$ cat src/rtl/rs424_serial_tx.sv
// RS-424 framed serial transmitter: start / LSB-first data / optional parity / stop bits,
// each bit held CLKS_PER_BIT clocks and driven as a complementary level pair on tda/tdb.
module rs424_serial_tx #(
   parameter int DATA_W       = 8,
   parameter int LEVEL_W      = 3,
   parameter int LEVEL_HI     = 6,
   parameter int LEVEL_LO     = 1,
   parameter int CLKS_PER_BIT = 4,
   parameter int PARITY_EN    = 0,
   parameter int PARITY_ODD   = 0,
   parameter int STOP_BITS    = 1
) (
   input  logic               clk,
   input  logic               rst,
   input  logic [DATA_W-1:0]  in_data,
   input  logic               in_valid,
   output logic               in_ready,
   output logic [LEVEL_W-1:0] tda,
   output logic [LEVEL_W-1:0] tdb,
   output logic               busy,
   output logic               frame_done
);

   localparam int BW = (CLKS_PER_BIT > 1) ? $clog2(CLKS_PER_BIT) : 1;
   localparam int IW = (DATA_W > 1) ? $clog2(DATA_W) : 1;
   localparam logic [BW-1:0]      BAUD_LAST = BW'(CLKS_PER_BIT - 1);
   localparam logic [IW-1:0]      DATA_LAST = IW'(DATA_W - 1);
   localparam logic [IW-1:0]      STOP_LAST = IW'(STOP_BITS - 1);
   localparam logic [LEVEL_W-1:0] LVL_HI    = LEVEL_W'(LEVEL_HI);
   localparam logic [LEVEL_W-1:0] LVL_LO    = LEVEL_W'(LEVEL_LO);

   typedef enum logic [2:0] {S_IDLE, S_START, S_DATA, S_PARITY, S_STOP} state_t;

   state_t              state_q, state_d;
   logic [BW-1:0]       baud_q, baud_d;
   logic [IW-1:0]       idx_q, idx_d;
   logic [DATA_W-1:0]   shift_q, shift_d;
   logic                par_q, par_d;
   logic [LEVEL_W-1:0]  tda_q, tdb_q;
   logic                busy_q, done_q;
   logic                done_d, bit_d, wrap;

   assign in_ready   = (state_q == S_IDLE) && !rst;
   assign tda        = tda_q;
   assign tdb        = tdb_q;
   assign busy       = busy_q;
   assign frame_done = done_q;

   always_comb begin
      state_d = state_q;
      baud_d  = baud_q;
      idx_d   = idx_q;
      shift_d = shift_q;
      par_d   = par_q;
      done_d  = 1'b0;
      bit_d   = 1'b1;
      wrap    = (baud_q == BAUD_LAST);
      if (state_q != S_IDLE) baud_d = wrap ? '0 : baud_q + 1'b1;
      case (state_q)
         S_IDLE: if (in_valid) begin
            state_d = S_START;
            shift_d = in_data;
            par_d   = (^in_data) ^ (PARITY_ODD != 0);
            baud_d  = '0;
            idx_d   = '0;
         end
         S_START: if (wrap) state_d = S_DATA;
         S_DATA: if (wrap) begin
            if (idx_q == DATA_LAST) begin
               idx_d   = '0;
               state_d = (PARITY_EN != 0) ? S_PARITY : S_STOP;
            end else begin
               idx_d   = idx_q + 1'b1;
               shift_d = shift_q >> 1;
            end
         end
         S_PARITY: if (wrap) state_d = S_STOP;
         S_STOP: if (wrap) begin
            if (idx_q == STOP_LAST) begin
               idx_d   = '0;
               state_d = S_IDLE;
               done_d  = 1'b1;
            end else begin
               idx_d = idx_q + 1'b1;
            end
         end
         default: state_d = S_IDLE;
      endcase
      // Line bit follows the next state so the registered levels line up with it.
      case (state_d)
         S_START:  bit_d = 1'b0;
         S_DATA:   bit_d = shift_d[0];
         S_PARITY: bit_d = par_d;
         default:  bit_d = 1'b1;
      endcase
   end

   always_ff @(posedge clk) begin
      if (rst) begin
         state_q <= S_IDLE;
         baud_q  <= '0;
         idx_q   <= '0;
         shift_q <= '0;
         par_q   <= 1'b0;
         tda_q   <= LVL_LO;
         tdb_q   <= LVL_HI;
         busy_q  <= 1'b0;
         done_q  <= 1'b0;
      end else begin
         state_q <= state_d;
         baud_q  <= baud_d;
         idx_q   <= idx_d;
         shift_q <= shift_d;
         par_q   <= par_d;
         tda_q   <= bit_d ? LVL_LO : LVL_HI;
         tdb_q   <= bit_d ? LVL_HI : LVL_LO;
         busy_q  <= (state_d != S_IDLE);
         done_q  <= done_d;
      end
   end

endmodule

$ cat config.mk
export PLATFORM = sky130hd
export DESIGN_NAME = rs424_serial_tx
export DESIGN_NICKNAME = d
export VERILOG_FILES = /design/src/rtl/rs424_serial_tx.sv
export SDC_FILE = /design/constraint.sdc
export NUM_CORES = 1
export LEC_CHECK = 0
export ABC_CLOCK_PERIOD_IN_PS = 2600
export BUFFER_PORTS_ARGS = -buffer_cell sky130_fd_sc_hd__buf_2
export CAP_MARGIN = 20
export CORE_MARGIN = 4
export CORE_UTILIZATION = 53
export DETAILED_ROUTE_END_ITERATION = 10
export PLACE_DENSITY = 0.82
export SLEW_MARGIN = 20
export SYNTH_ARGS = -nofsm -noshare
export SYNTH_HDL_FRONTEND = slang
export SYNTH_SLANG_ARGS = --single-unit
$ cat constraint.sdc
create_clock -name clk -period 2.6 [get_ports clk]
set_input_delay 0.52 -clock clk [delete_from_list [all_inputs] [get_ports clk]]
set_output_delay 0.52 -clock clk [all_outputs]
set_load 0.02 [all_outputs]
# ---- After elaboration in Yosys (flattened, before gate mapping)
# Cells that the tools add are included.
dict set report op_classes {
  n_addsub 2
  mul 0
  div 0
  order_cmp 0
  eq_ne 13
  shifts 0
  n_mux 28
  bitwise_logic 2
  reduce_logical 12
}
# cell count
set ops {}
lappend ops {{$mux W3} 14}
lappend ops {{$mux W8} 3}
lappend ops {{$pmux W8 S2} 1}
lappend ops {{$pmux W3 S5} 1}
lappend ops {{$eq A3 B2 Y1 const B} 4}
lappend ops {{$pmux W3 S3} 1}
lappend ops {{$reduce_bool A3 Y1} 3}
lappend ops {{$mux W2} 4}
lappend ops {{$ne A2 B2 Y1 const B} 4}
lappend ops {{$reduce_and A4 Y1} 2}
lappend ops {{$reduce_xor A8 Y1} 1}
lappend ops {{$eq A3 B1 Y1 const B} 2}
lappend ops {{$eq A3 B3 Y1 const B} 2}
lappend ops {{$logic_not A3 Y1} 2}
lappend ops {{$add A3 B1 Y3 const B} 1}
lappend ops {{$mux W1} 3}
lappend ops {{$pmux W1 S3} 1}
lappend ops {{$reduce_or A3 Y1} 1}
lappend ops {{$add A2 B1 Y2 const B} 1}
lappend ops {{$eq A2 B2 Y1 const B} 1}
lappend ops {{$not A1 Y1} 2}
lappend ops {{$reduce_bool A2 Y1} 1}
lappend ops {{$logic_and A1 B1 Y1} 1}
lappend ops {{$logic_not A1 Y1} 1}
dict set report word_totals {
  reg_bits 25
  latchBits 0
  ram_bits 0
  rom_bits 0
  inputBits 11
  output_inout_bits 9
  elab_cells 67
  memories 0
}

# ---- Depth between registers and ports, before layout
# Gate-level depths: netlist of the first run.
dict set report depth {
  depth_word 7
  depth_mapped 6
  mapped_depth_nobuf 6
}

# ---- Least setup slack after synthesis of the first run
# No wires, ideal clock.
dict set report synth_timing {
  path_kind {flip-flop to flip-flop}
  from {register idx_q[0]}
  to {register tda_q[0], in the netlist tda[0]}
  setup_time_ns 0.144
  t_arrival_ns 1.766
  required_ns 2.456
  path_slack_ns 0.691
  path_stages_with_launch 7
  n_path_buf 0
  path_cell_list {dfxtp_1 > ha_1 > ha_1 > nand3b_2 > a211o_1 > a222oi_1 > o221ai_1}
}
dict set report synth_between {
  elab_chain_len 7
}
# item line
set synth_lines {}
lappend synth_lines {{start, declared} 36} ;# logic [IW-1:0] idx_q, idx_d;
lappend synth_lines {{start signal, assigned} 112} ;# idx_q <= idx_d;
lappend synth_lines {{$eq A3 B3 Y1 / $logic_not A3 Y1 (equally long branches)} {69, 79}}
lappend synth_lines {{$mux W3, on equally long branches} {69, 79}}
lappend synth_lines {{$mux W3, on equally long branches} {68, 78}}
lappend synth_lines {{$pmux W3 S5} 59} ;# case (state_q)
lappend synth_lines {{$eq A3 B2 Y1 / $eq A3 B1 Y1 (equally long branches)} 90} ;# case (state_d)
lappend synth_lines {{$pmux W1 S3 (*)} 90}
lappend synth_lines {{$mux W3 (*)} 115} ;# tda_q <= bit_d ? LVL_LO : LVL_HI;
lappend synth_lines {{end signal, assigned} 115}
lappend synth_lines {{end, declared} 39} ;# logic [LEVEL_W-1:0] tda_q, tdb_q;
# Every way passes the cells marked *; elsewhere a longest branch is shown, timed or not. The select of a mux whose other input is x is not followed.
# A chain may end at the register's enable or synchronous reset.

# ---- Worst setup path in the final report of the first run
dict set report layout_timing {
  from {register idx_q[0]}
  to {register tda_q[1], in the netlist tda[1]}
}
# The elaborated chain is that of the path after synthesis.

==> impl_metrics.tcl, run 1 <==
set metrics [dict create \
    die_x_um 52.8 \
    min_delay_path_depth 3 \
    grtUsageTotal_pct 17.4 \
    drt-total-wl_um 2070 \
    power.internal_mw 0.446 \
    post-cts-setup-buffers 0 \
    status "completed" \
    place_congestion 0.735 \
    hpwl_um 1520 \
    core_area_mm2 0.00182 \
    grt_pass1_vias 849 \
    final_cell_area_mm2 0.00116 \
    ys_ff_latch 21 \
    clockRootBuffer "clkbuf_4" \
    synth.avg_cell_area_um2 9.10 \
    synth.cell_area_mm2 0.00106 \
    yosysSeqAreaShare_pct 39.5 \
    ys_types 37 \
    critPathMaxFanout 8 \
    slowest_stage "a222oi_1" \
    synth_largest_area_cell "dfxtp_1" \
    die_area_mm2 0.00279 \
    max_slew_margin_pct 66.6 \
    slew_viol_final 0 \
    worstSkewPairLatency_ns 0.31 \
    antenna_left 0 \
    hold_violations 0 \
    clk_path_buf_depth 2 \
    post-route-drc-count 0 \
    tritoncts "built" \
    grt_pass1_wl_um 3580 \
    pwr-share-seq_pct 56.5 \
    drive_above_1_share_pct 21.4 \
    cp_common_cell "ha_1" \
    worst_path_largest_cell_delay_ns 0.46 \
    tns_ns 0 \
    start_util_pct 58.5 \
    hold_start "in_data[4]" \
    final_util_pct 63.9 \
    p_comb_share_pct 18.3 \
    portBuffers 19 \
    yosysWarnings 0 \
    synthTopCellsByArea "dfxtp_1 (39%), a222oi_1 (6.6%), xnor2_1 (5.8%)" \
    cap_violations 0 \
    post-route-period-util_pct 83.3 \
    mostFrequentLayoutCell "dfxtp_1" \
    r2r_cells 6 \
    top_usage_layer "met2" \
    worstSetupEndpointType "flop" \
    grt_overflow 0 \
    dpl_cell_area_mm2 0.00114 \
    use_met3_pct 2.56 \
    layout_common_cells "dfxtp_1 (21), buf_2 (19), nor2_1 (16)" \
    cts-resized-gates 0 \
    ioPinCount 20 \
    worstHoldPathType "primary input to flop" \
    timing.final.crit_period_ns 2.17 \
    vias 917 \
    max_slew.worst_pin.slew_ns 0.501 \
    grt_max_degree 22 \
    clkTransAtPathRegs_ns 0.12 \
    finClkSkew_ns 0.00852 \
    first_pass_iters 4 \
    antenna_cells 0 \
    worstPathArrival_ns 2.43 \
    rows 15 \
    drt_iter0_drc 47 \
    p_leak_nw 0.455 \
    clock_power_share_pct 25.2 \
    power_density_mw_per_mm2 536 \
    antenna_found_initial 0 \
    die_h_um 52.8 \
    htree_levels 1 \
    cts.sinks 21 \
    gr-usage-met1_pct 21.5 \
    worst_ep_required_time_ns 2.86 \
    timing.rr.end "tda[1]$_SDFF_PP0_" \
    setup_viol 0 \
    r2r_start "idx_q[0]$_SDFFE_PP0P_" \
    start_kind "flop" \
    p_switching_mw 0.178 \
    areaGrowthSynthToFinish_pct 9.28 \
    yosys.area.top_type_share_pct 39.5 \
    rsz0062_at_grt "false" \
    routedWlPerCell_um 13.3 \
    timing.reg2reg.setup_slack_ns 0.43 \
    min_to "shift_q[4]$_SDFFE_PP0P_" \
    crit_chain "ha_1 > ha_1 > nand3b_2 > a211o_1 > a222oi_1 > o221a_1" \
    numCtsBuffers 3 \
    max_freq_mhz 462 \
    hold_buffers 0 \
    netSwitchingFraction_pct 28.5 \
    timing_worst_setup_path_type "flop to flop" \
    viasPerCell 5.88 \
    nNetsFinal 147 \
    syn_nets 132 \
    ir_worst_vdd_uv 365 \
    syn_inst 117 \
    grt_use_met2_pct 29.5 \
]
-- critical path: cells and delay by family, from the launching register on --
| family | cells | cell delay, ns |
|---|---|---|
| AOI/OAI and AO/OA | 3 | 1.13 |
| adders and majority gates | 2 | 0.42 |
| DFF | 1 | 0.35 |
| and+or+nand+nor | 1 | 0.22 |
-- power groups by stage --
stage / logic (mW) / registers, mW / clock network [mW]
3_3_place_gp: 0.110 / 0.359 / 0
2_1_floorplan: 0.0877 / 0.361 / 0
3_5_place_dp: 0.115 / 0.360 / 0
6_report: 0.114 / 0.353 / 0.157
5_1_grt: 0.128 / 0.356 / 0.171
4_1_cts: 0.116 / 0.353 / 0.165
-- metrics by stage --
step	setup slack (ns)	instances	total power [mW]	hold WS (ns)
2_1_floorplan	0.691	117	0.449	0.466
3_3_place_gp	0.577	152	0.469	0.481
3_5_place_dp	0.476	152	0.475	0.495
4_1_cts	0.408	156	0.634	0.463
5_1_grt	0.252	156	0.655	0.485
6_report	0.433	156	0.624	0.467
-- flip-flops by register name, summed over array words and instances (netlist names) --
register	count
idx_q	3
tda	2
busy	1
state_q	3
par_q	1
shift_q	8
frame_done	1
baud_q	2
-- layout make-up --
type,instances,area [um^2]
clock buffers,3,22.5
well taps,25,31.3
repair buffers,20,103
fillers,162,657
inverters,6,22.5
clock inverters,1,5.00
multi-input cells,80,559
flip-flops and latches,21,420
-- kinds of logic (layout without fill, tap and decap cells) --
family,count (synthesis),after routing,synth area share (%)
buffers and inverters,16,30,7.99
flip-flops,21,21,39.5
AND/OR/NAND/NOR,37,37,19.4
adder cells (fa/ha/maj),4,4,4.70
multiplexers,1,1,0.940
XOR/XNOR,7,7,5.76
AO/OA/AOI/OAI,31,31,21.7
-- per-layer routing --
metal,wire [um],vias up
met2,1030,27
met3,92,4
li1,-,459
met4,24,0
met1,924,427
met5,0,-
-- synth_stat cells, drive strengths merged --
cell type,n
a21oi,5
a2111o,1
and3b,1
nand2b,4
xnor2,7
nor2,16
inv,6
o221ai,1
nor2b,2
dfxtp,21
a31oi,4
nor4,2
a311oi,1
nand3b,1
or3b,1
clkbuf,3
o22a,2
nand4bb,1
nand2,3
or4,1
nor4b,1
a222oi,7
or2,1
ha,4
a211o,1
mux2i,1
buf,7
nor3,2
o21ai,6
a22oi,1
a211oi,1
o221a,1
and2,1
-- worst max-delay path by stage --
| stage | start | endpoint | slack, ns |
|---|---|---|---|
| finish | idx_q[0]$_SDFFE_PP0P_ | tda[1]$_SDFF_PP0_ | 0.43 |
| global route | idx_q[0]$_SDFFE_PP0P_ | tda[1]$_SDFF_PP0_ | 0.25 |
| CTS | idx_q[0]$_SDFFE_PP0P_ | tda[1]$_SDFF_PP0_ | 0.41 |
| detailed placement | idx_q[0]$_SDFFE_PP0P_ | tda[1]$_SDFF_PP0_ | 0.48 |
| global placement | idx_q[0]$_SDFFE_PP0P_ | tda[0]$_SDFF_PP1_ | 0.58 |
| floorplan | idx_q[0]$_SDFFE_PP0P_ | tda[0]$_SDFF_PP1_ | 0.69 |
Power figures use the tool's default switching activity.
==> run 2, diff against run 1 <==
ABC_CLOCK_PERIOD_IN_PS = 1800   (was 2600)
CORE_UTILIZATION = 48   (was 53)
PLACE_DENSITY = 0.78   (was 0.82)
clock period = 1.8 ns   (was 2.6 ns; I/O delays follow)
==> run 2 against run 1 <==
Sequential power is 43% higher; largest cell class unchanged; critical path depth up 1; non-clock buffer count is 12 higher; fmax grew 24%; sequential cell count did not move; via count increased by 6.2%.
==> impl_metrics.tcl, run 2 (same netlist as run 1, synthesis figures left out) <==
set metrics [dict create \
    tritoncts "built" \
    reg.largest.list "shift_q: 8 flops, idx_q: 3 flops, state_q: 3 flops" \
    worstSetupEndpointType "flop" \
    worst_path_largest_cell_delay_ns 0.35 \
    timing.reg2reg.setup_slack_ns 0.06 \
    drt-total-wl_um 2390 \
    min_delay_path_depth 3 \
    grt_max_degree 15 \
    slowest_stage "dfxtp_2" \
    worst_ep_required_time_ns 1.99 \
    final_util_pct 64.5 \
    ir_worst_vdd_uv 655 \
    numCtsBuffers 3 \
    worstPathArrival_ns 1.93 \
    die_x_um 55.1 \
    drt_iter0_drc 50 \
    netSwitchingFraction_pct 27.9 \
    post-route-period-util_pct 96.9 \
    viasPerCell 5.73 \
    largest_reg_flops 8 \
    layout_common_cells "buf_2 (19), dfxtp_1 (17), nor2_1 (16)" \
    grt_pass1_vias 915 \
    start_kind "flop" \
    finClkSkew_ns 0.00472 \
    worstSkewPairLatency_ns 0.30 \
    crit_chain "ha_4 > ha_4 > nand3b_4 > a211o_1 > buf_6 > a222oi_1 > nor2_1" \
    mostFrequentLayoutCell "buf_2" \
    rows 16 \
    routedWlPerCell_um 14.1 \
    top_register "shift_q" \
    timing.rr.end "shift_q[5]$_SDFFE_PP0P_" \
    grt_pass1_wl_um 3840 \
    max_freq_mhz 573 \
    timing.hold.ws_ns 0.334 \
    place_congestion 0.759 \
    clockRootBuffer "clkbuf_4" \
    antenna_found_initial 0 \
    r2r_start "idx_q[0]$_SDFFE_PP0P_" \
    power.internal_mw 0.667 \
    grtUsageTotal_pct 17.5 \
    pwr-share-seq_pct 54.7 \
    tns_ns 0 \
    htree_levels 1 \
    start_util_pct 52.1 \
    p_comb_share_pct 21.4 \
    p_switching_mw 0.258 \
    portBuffers 19 \
    ioPinCount 20 \
    total_power_mw 0.925 \
    timing_worst_setup_path_type "flop to flop" \
    die_h_um 55.1 \
    core_area_mm2 0.00204 \
    hold_start "in_data[2]" \
    grt_overflow 0 \
    antenna_left 0 \
    clkTransAtPathRegs_ns 0.11 \
    p_leak_nw 0.544 \
    critPathMaxFanout 7 \
    dpl_cell_area_mm2 0.00122 \
    cp_common_cell "ha_4" \
    cap_violations 0 \
    drive_above_1_share_pct 32.9 \
    dp.cells 163 \
    areaGrowthSynthToFinish_pct 23.6 \
    first_pass_iters 7 \
    status "completed" \
    min_to "shift_q[2]$_SDFFE_PP0P_" \
    max_slew.worst_pin.slew_ns 0.371 \
    post-route-drc-count 0 \
    clock_power_share_pct 23.9 \
    hpwl_um 1770 \
    cts.sinks 21 \
    timing.final.crit_period_ns 1.74 \
    clk_path_buf_depth 2 \
    hold_buffers 0 \
    hold_violations 0 \
    worstHoldPathType "primary input to flop" \
    antenna_cells 0 \
    rsz0062_at_grt "true" \
    slew_viol_final 0 \
    power_density_mw_per_mm2 703 \
    nNetsFinal 159 \
    layout.cells.non_filler 170 \
    final_cell_area_mm2 0.00132 \
    die_area_mm2 0.00304 \
    place_ws_ns -0.0403 \
    r2r_cells 7 \
    vias 974 \
    max_slew_margin_pct 75.1 \
    fin_ws_ns 0.0556 \
    setup_viol 0 \
]
==> run 2: cell count changes in the layout (fill, tap and decap cells not counted), moves of 3 or more <==
cell	change
ha_4	+3
ha_1	-3
buf_4	+11
dfxtp_1	-4
dfxtp_2	+4
==> run 2: area by class of cell <==
type	instances	area [um^2]
Tap cell	27	33.8
Fill cell	187	726
Multi-Input combinational cell	80	612
Inverter	6	22.5
Clock buffer	4	26.3
Sequential cell	21	425
Timing Repair Buffer	32	196
==> run 2: how the worst max path moves through the flow <==
| stage | end | cells after the start | start |
|---|---|---|---|
| floorplan | tda[0]$_SDFF_PP1_ | 6 | idx_q[1]$_SDFFE_PP0P_ |
| global route | tda[1]$_SDFF_PP0_ | 7 | idx_q[0]$_SDFFE_PP0P_ |
| finish | shift_q[5]$_SDFFE_PP0P_ | 7 | idx_q[0]$_SDFFE_PP0P_ |
| global placement | shift_q[4]$_SDFFE_PP0P_ | 7 | idx_q[0]$_SDFFE_PP0P_ |
| CTS | shift_q[5]$_SDFFE_PP0P_ | 7 | idx_q[0]$_SDFFE_PP0P_ |
| detailed placement | shift_q[6]$_SDFFE_PP0P_ | 7 | idx_q[0]$_SDFFE_PP0P_ |
==> run 2: power by group through the flow <==
stage	clock [mW]	combinational, mW	sequential [mW]
2_1_floorplan	0	0.127	0.521
3_3_place_gp	0	0.183	0.513
3_5_place_dp	0	0.190	0.514
4_1_cts	0.231	0.195	0.504
5_1_grt	0.252	0.218	0.509
6_report	0.221	0.198	0.506
==> run 2: per-layer routing <==
| layer | part of all wire (%) | GRT usage (%) | vias to the layer above |
|---|---|---|---|
| li1 | - | - | 483 |
| met1 | 44 | 19.3 | 455 |
| met2 | 50 | 33.1 | 36 |
| met3 | 6.4 | 5.63 | 0 |
| met4 | 0 | 2.43 | 0 |
| met5 | 0 | 0 | - |
==> run 2: critical path, delay by kind of cell, from the launching register on <==
family	cells	cell delay, ns
and+or+nand+nor	2	0.23
buffers and inverters	1	0.14
DFF	1	0.35
AOI/OAI and AO/OA	2	0.61
adders and majority gates	2	0.31
==> run 2: repair_timing <==
item,4_1_cts,5_1_grt
pin swaps,5,7
endpoints found under the hold margin,0,0
setup endpoints to repair,8,10
gates resized for setup,6,5
setup buffers,3,0
